$ cat src/rtl/sram_wr_capture_fifo_if.sv
// Bundles the register-bank SRAM write port, the consumer stream and the
// overflow status of the capture FIFO. The FIFO uses the slave modport and the
// producer/consumer side uses the master modport.
interface sram_wr_capture_fifo_if #(
  parameter int ADDR_W     = 6,
  parameter int DATA_W     = 32,
  parameter int DEPTH_LOG2 = 3
);
  logic [ADDR_W-1:0]     sram_addr_i;
  logic [DATA_W-1:0]     sram_data_i;
  logic                  sram_wr_i;
  logic                  out_valid_o;
  logic                  out_ready_i;
  logic [ADDR_W-1:0]     out_addr_o;
  logic [DATA_W-1:0]     out_data_o;
  logic [DEPTH_LOG2:0]   level_o;
  logic                  full_o;
  logic                  ovf_o;
  logic [7:0]            ovf_cnt_o;
  logic                  ovf_clr_i;

  modport slave (
    input  sram_addr_i, sram_data_i, sram_wr_i, out_ready_i, ovf_clr_i,
    output out_valid_o, out_addr_o, out_data_o, level_o, full_o, ovf_o, ovf_cnt_o
  );

  modport master (
    output sram_addr_i, sram_data_i, sram_wr_i, out_ready_i, ovf_clr_i,
    input  out_valid_o, out_addr_o, out_data_o, level_o, full_o, ovf_o, ovf_cnt_o
  );
endinterface

$ cat src/rtl/sram_wr_capture_fifo.sv
// Captures every SRAM write strobe as an {addr,data} entry in a small
// first-word-fall-through FIFO and presents it on a valid/ready stream.
// Writes arriving while full (without a same-cycle pop) are dropped and
// counted in a sticky, saturating overflow counter.
module sram_wr_capture_fifo #(
  parameter int ADDR_W     = 6,
  parameter int DATA_W     = 32,
  parameter int DEPTH_LOG2 = 3
) (
  input  logic                   clk_i,
  input  logic                   rst_i,
  sram_wr_capture_fifo_if.slave  bus
);
  localparam int DEPTH = 1 << DEPTH_LOG2;
  localparam int PW    = DEPTH_LOG2 + 1;
  localparam int EW    = ADDR_W + DATA_W;
  localparam logic [PW-1:0] PTR_ONE = 1;

  // Pointers carry one extra wrap bit so full and empty are distinguishable.
  logic [PW-1:0] wr_ptr_reg, rd_ptr_reg;
  logic [EW-1:0] mem [DEPTH];
  // Registered head entry: this is what the consumer sees, so outputs never
  // depend combinationally on sram_wr_i or out_ready_i.
  logic [EW-1:0] head_reg, head_next;
  logic          ovf_reg;
  logic [7:0]    ovf_cnt_reg;

  logic [PW-1:0] level, rd_ptr_inc;
  logic          empty, full, pop, push, ovf_event;
  logic [EW-1:0] wr_entry;

  // Occupancy, handshake decisions and the next head entry.
  always_comb begin
    wr_entry   = {bus.sram_addr_i, bus.sram_data_i};
    level      = wr_ptr_reg - rd_ptr_reg;
    empty      = (wr_ptr_reg == rd_ptr_reg);
    full       = (wr_ptr_reg[PW-1] != rd_ptr_reg[PW-1]) &&
                 (wr_ptr_reg[PW-2:0] == rd_ptr_reg[PW-2:0]);
    pop        = !empty && bus.out_ready_i;
    // A pop frees a slot in the same cycle, so a full FIFO still accepts.
    push       = bus.sram_wr_i && (!full || pop);
    ovf_event  = bus.sram_wr_i && full && !pop;
    rd_ptr_inc = rd_ptr_reg + PTR_ONE;
    head_next  = head_reg;
    if (pop) begin
      if (level == PTR_ONE) begin
        // Last entry leaves: the same-cycle write (if any) becomes head,
        // otherwise the popped entry stays on the outputs.
        if (push) head_next = wr_entry;
      end else begin
        // The slot after the head is never the one being written here.
        head_next = mem[rd_ptr_inc[PW-2:0]];
      end
    end else if (empty && push) begin
      head_next = wr_entry;
    end
  end

  // Storage array: written on accepted pushes only, no reset needed since
  // the pointers define which slots hold live entries.
  always_ff @(posedge clk_i) begin
    if (push && !rst_i) mem[wr_ptr_reg[PW-2:0]] <= wr_entry;
  end

  // Pointer, head register and overflow status update.
  always_ff @(posedge clk_i) begin
    if (rst_i) begin
      wr_ptr_reg  <= '0;
      rd_ptr_reg  <= '0;
      head_reg    <= '0;
      ovf_reg     <= 1'b0;
      ovf_cnt_reg <= 8'd0;
    end else begin
      if (push) wr_ptr_reg <= wr_ptr_reg + PTR_ONE;
      if (pop)  rd_ptr_reg <= rd_ptr_inc;
      head_reg <= head_next;
      if (ovf_event) begin
        // A drop in the same cycle as a clear restarts the count at one.
        ovf_reg <= 1'b1;
        if (bus.ovf_clr_i)          ovf_cnt_reg <= 8'd1;
        else if (ovf_cnt_reg != 8'hFF) ovf_cnt_reg <= ovf_cnt_reg + 8'd1;
      end else if (bus.ovf_clr_i) begin
        ovf_reg     <= 1'b0;
        ovf_cnt_reg <= 8'd0;
      end
    end
  end

  assign bus.out_valid_o = !empty;
  assign bus.out_addr_o  = head_reg[EW-1:DATA_W];
  assign bus.out_data_o  = head_reg[DATA_W-1:0];
  assign bus.level_o     = level;
  assign bus.full_o      = full;
  assign bus.ovf_o       = ovf_reg;
  assign bus.ovf_cnt_o   = ovf_cnt_reg;
endmodule
$ cat src/flat_wrapper.sv
// flat-port wrapper written by rule: the top's interface ports become plain ports
module sram_wr_capture_fifo_flat 
#(
  parameter int ADDR_W     = 6,
  parameter int DATA_W     = 32,
  parameter int DEPTH_LOG2 = 3
)
  (clk_i, rst_i, bus_sram_addr_i, bus_sram_data_i, bus_sram_wr_i, bus_out_ready_i, bus_ovf_clr_i, bus_out_valid_o, bus_out_addr_o, bus_out_data_o, bus_level_o, bus_full_o, bus_ovf_o, bus_ovf_cnt_o);
  sram_wr_capture_fifo_if #(.ADDR_W(ADDR_W), .DATA_W(DATA_W), .DEPTH_LOG2(DEPTH_LOG2)) bus_i ();
  input  logic clk_i;
  input  logic rst_i;
  input wire logic [$bits(bus_i.sram_addr_i)-1:0] bus_sram_addr_i;
  input wire logic [$bits(bus_i.sram_data_i)-1:0] bus_sram_data_i;
  input wire logic [$bits(bus_i.sram_wr_i)-1:0] bus_sram_wr_i;
  input wire logic [$bits(bus_i.out_ready_i)-1:0] bus_out_ready_i;
  input wire logic [$bits(bus_i.ovf_clr_i)-1:0] bus_ovf_clr_i;
  output wire logic [$bits(bus_i.out_valid_o)-1:0] bus_out_valid_o;
  output wire logic [$bits(bus_i.out_addr_o)-1:0] bus_out_addr_o;
  output wire logic [$bits(bus_i.out_data_o)-1:0] bus_out_data_o;
  output wire logic [$bits(bus_i.level_o)-1:0] bus_level_o;
  output wire logic [$bits(bus_i.full_o)-1:0] bus_full_o;
  output wire logic [$bits(bus_i.ovf_o)-1:0] bus_ovf_o;
  output wire logic [$bits(bus_i.ovf_cnt_o)-1:0] bus_ovf_cnt_o;
  assign bus_i.sram_addr_i = bus_sram_addr_i;
  assign bus_i.sram_data_i = bus_sram_data_i;
  assign bus_i.sram_wr_i = bus_sram_wr_i;
  assign bus_i.out_ready_i = bus_out_ready_i;
  assign bus_i.ovf_clr_i = bus_ovf_clr_i;
  assign bus_out_valid_o = bus_i.out_valid_o;
  assign bus_out_addr_o = bus_i.out_addr_o;
  assign bus_out_data_o = bus_i.out_data_o;
  assign bus_level_o = bus_i.level_o;
  assign bus_full_o = bus_i.full_o;
  assign bus_ovf_o = bus_i.ovf_o;
  assign bus_ovf_cnt_o = bus_i.ovf_cnt_o;
  sram_wr_capture_fifo #(.ADDR_W(ADDR_W), .DATA_W(DATA_W), .DEPTH_LOG2(DEPTH_LOG2)) u_core (.clk_i(clk_i), .rst_i(rst_i), .bus(bus_i));
endmodule
$ cat config.mk
export PLATFORM = sky130hd
export DESIGN_NAME = sram_wr_capture_fifo_flat
export DESIGN_NICKNAME = d
export VERILOG_FILES = /design/src/rtl/sram_wr_capture_fifo_if.sv /design/src/rtl/sram_wr_capture_fifo.sv /design/src/flat_wrapper.sv
export SDC_FILE = /design/constraint.sdc
export NUM_CORES = 1
export LEC_CHECK = 0
export CAP_MARGIN = 20
export CORE_ASPECT_RATIO = 2
export CORE_MARGIN = 8
export CORE_UTILIZATION = 63
export CTS_CLUSTER_DIAMETER = 50
export CTS_CLUSTER_SIZE = 12
export DETAILED_ROUTE_END_ITERATION = 8
export PLACE_DENSITY = 0.84
export RECOVER_POWER = 100
export SLEW_MARGIN = 20
export SYNTH_ARGS = -nofsm -noshare
export SYNTH_HDL_FRONTEND = slang
export SYNTH_SLANG_ARGS = --single-unit
$ cat constraint.sdc
create_clock -name clk_i -period 10.58 [get_ports clk_i]
set_input_delay 2.116 -clock clk_i [delete_from_list [all_inputs] [get_ports clk_i]]
set_output_delay 2.116 -clock clk_i [all_outputs]
set_load 0.02 [all_outputs]
==> flow_metrics.tcl <==
set metrics [dict create \
    status "finished with violations" \
    violations "capacitance limit, slew limit" \
    finalMaxSlewViolations 407 \
    rr_endpoint "u_core.mem[0][30]" \
    largest_reg_flops 304 \
    worst-r2r-setup-slack_ns 4.14 \
    hold_depth 2 \
    globalRouteTotalUtil_pct 23.6 \
    ys_warn_count 0 \
    wl_mm 32.8 \
    syn_area_per_cell_um2 18.7 \
    yosysSeqAreaShare_pct 70.5 \
    fin_worst_skew_ns 0.0182 \
    ctsResizeCount 0 \
    wire_per_inst_um 27.7 \
    htreeDepth 2 \
    timing_worst_setup_path_type "reg2out" \
    cts_root_buf "clkbuf_16" \
    worstHoldStart "u_core.bus.ovf_cnt_o[1]" \
    r2r-start "u_core.rd_ptr_reg[0]" \
    max_freq_ghz 0.150 \
    max-slew-margin-rel_pct -93.6 \
    core_mm2 0.0226 \
    grt_first_pass_wirelength_mm 49.6 \
    worstPathArrival_ns 4.57 \
    leakage_nw 5.44 \
    ys_async_sr_fraction_pct 0 \
    postSynthCellCount 777 \
    grt_max_degree 78 \
    n_fill_cell 1330 \
    grt_antenna_before_repair 3 \
    startpoint_type "flop" \
    nets 929 \
    syn_to_final_growth_pct 13.7 \
    drtPass1Iterations 5 \
    timing.hold.ws_ns 0.490 \
    finalCritPeriodShare_pct 63.2 \
    ctsHoldBuffers 0 \
    clk_latency_ns 0.52 \
    avgViaCountPerCell 6.54 \
    hpwlAfterDp_mm 17.6 \
    dieArea_mm2 0.0285 \
    p_per_area_mw_per_mm2 213 \
    end_kind "output pin" \
    io_buffers 95 \
    irDropWorstVdd_mv 0.164 \
    setup_viol 0 \
    rsz0062_at_grt "false" \
    min_path_type "reg2reg" \
    hold_viol 0 \
    grt_pass1_vias 8484 \
    grt_overflow 0 \
    rr_worst_depth 7 \
    cts_tree "yes" \
    drtAntennaViolNets 0 \
    cap_violations 12 \
    ys_types 45 \
    critPathMaxFanout 42 \
    synth.ff_latch_count 359 \
    worstMarginPinSlew_ns 2.90 \
    tns_ns 0 \
    cts_buffer_depth 3 \
    gp_congestion 0.765 \
    cp_data_required_time_ns 8.46 \
    die_h_um 231 \
    die_x_um 123 \
    clock_sinks 359 \
    hold-path-endpoint "u_core.bus.ovf_cnt_o[1]" \
    synth-edff-count 304 \
    drc 0 \
    start_util_pct 64.1 \
    drt_iter0_drc 698 \
    pin_count 96 \
    synth_area_mm2 0.0145 \
    path_clk_slew_ns 0.06 \
    post_cts_buffers 0 \
    drive_above_1_share_pct 13.5 \
    vias 7768 \
    numCtsBuffers 35 \
    min_period_ns 6.68 \
    synth_fp_nets 827 \
    postSynth.topFlopCell "edfxtp_1" \
    rows 78 \
]
layout by cell type, fill, tap and decap left out, types with 5 or more instances in the layout:
cell	synthesis	routed
nand2_1	47	47
mux2i_1	64	64
inv_1	9	9
nand2b_1	14	14
clkbuf_16	0	37
buf_4	11	5
dfxtp_1	55	55
ha_1	6	5
clkbuf_1	12	37
edfxtp_1	304	304
a211oi_1	10	36
and4b_1	13	13
xnor2_1	7	7
a21oi_1	5	5
nor2_4	0	5
mux4_1	12	12
nor2_1	51	46
nand3_1	7	7
mux4_2	64	64
dlygate4sd3_1	0	91
xor2_1	8	8
per-stage QoR:
| stage | area [um^2] | total power, mW | worst slack [ns] | std cells | util, % |
|---|---|---|---|---|---|
| finish | 16500 | 3.51 | 3.90 | 1187 | 72.9 |
| global route | 16500 | 3.62 | 3.58 | 1187 | 72.9 |
| detailed placement | 15700 | 2.43 | 5.94 | 1121 | 69.3 |
| global placement | 15700 | 2.40 | 6.05 | 1121 | 69.3 |
| floorplan | 14500 | 2.19 | 5.03 | 777 | - |
| CTS | 16700 | 3.57 | 5.46 | 1184 | 73.8 |
cell usage after synthesis, types with 2 or more instances:
cell	number	area, um^2
nor3_1	3	15.0
mux2i_1	64	641
nand4_1	3	18.8
buf_12	4	80.1
nor2_1	51	191
a21oi_1	5	25.0
buf_2	11	55.1
edfxtp_1	304	9130
mux4_1	12	315
nand2_1	47	176
a211oi_2	28	350
xnor2_1	7	61.3
xor2_1	8	70.1
buf_4	11	82.6
buf_6	7	78.8
mux4_2	64	1440
clkbuf_1	12	45.0
dfxtp_1	55	1100
a211oi_1	10	75.1
ha_1	6	75.1
nand3_1	7	35.0
nand2b_1	14	87.6
inv_1	9	33.8
nand4b_1	2	17.5
and4b_1	13	130
worst max-delay path by stage:
stage,startpoint,endpoint,slack [ns],cells past startpoint
after global routing,u_core.rd_ptr_reg[0],bus_level_o[3],3.58,5
final,u_core.rd_ptr_reg[0],bus_level_o[3],3.90,5
after CTS,u_core.rd_ptr_reg[0],bus_level_o[3],5.46,5
after global placement,bus_out_ready_i,u_core.mem[3][33],6.05,6
after floorplan,bus_out_ready_i,u_core.mem[2][0],5.03,4
after detailed placement,bus_out_ready_i,u_core.head_reg[28],5.94,5
area by class of cell:
class / count / area (um^2) / area share (%)
diodes: 2 / 5.00 / 0.0303
clock buffers: 63 / 1020 / 6.20
inverters: 9 / 33.8 / 0.205
multi-input cells: 363 / 3850 / 23.3
flip-flops and latches: 359 / 10200 / 61.9
well taps: 280 / 350 / 2.12
repair buffers: 111 / 1020 / 6.20
kinds of logic after synthesis:
| group | synth area share, % |
|---|---|
| flops | 70.5 |
| simple gates | 5.25 |
| mux | 16.5 |
| buf+inv | 2.61 |
| compound gates | 3.50 |
| xor+xnor | 1.02 |
| fa+ha+maj | 0.655 |
worst max-delay path, cell delays in order, from the launching register on:
cell           delay, ns
dfxtp_1             2.27
ha_1                0.46
nand3b_1            0.15
a21o_1              0.18
and2_1              0.24
dlygate4sd3_1       0.72
layer usage:
layer	GRT usage, %	routed length (um)	up-vias
met5	0	13	-
met4	12.0	1280	2
met3	3.45	2140	92
met1	26.3	11300	3995
li1	-	-	3291
met2	42.1	18100	388
power by group:
part           total (mW)  internal [mW]  switching [mW]  leakage (nW)
registers            1.65           1.60          0.0549          3.20
clock network        1.14          0.651           0.491         0.487
logic               0.718          0.326           0.392          1.75
total                3.51           2.57           0.938          5.44
Note: power is estimated with default switching activity, not from simulation.
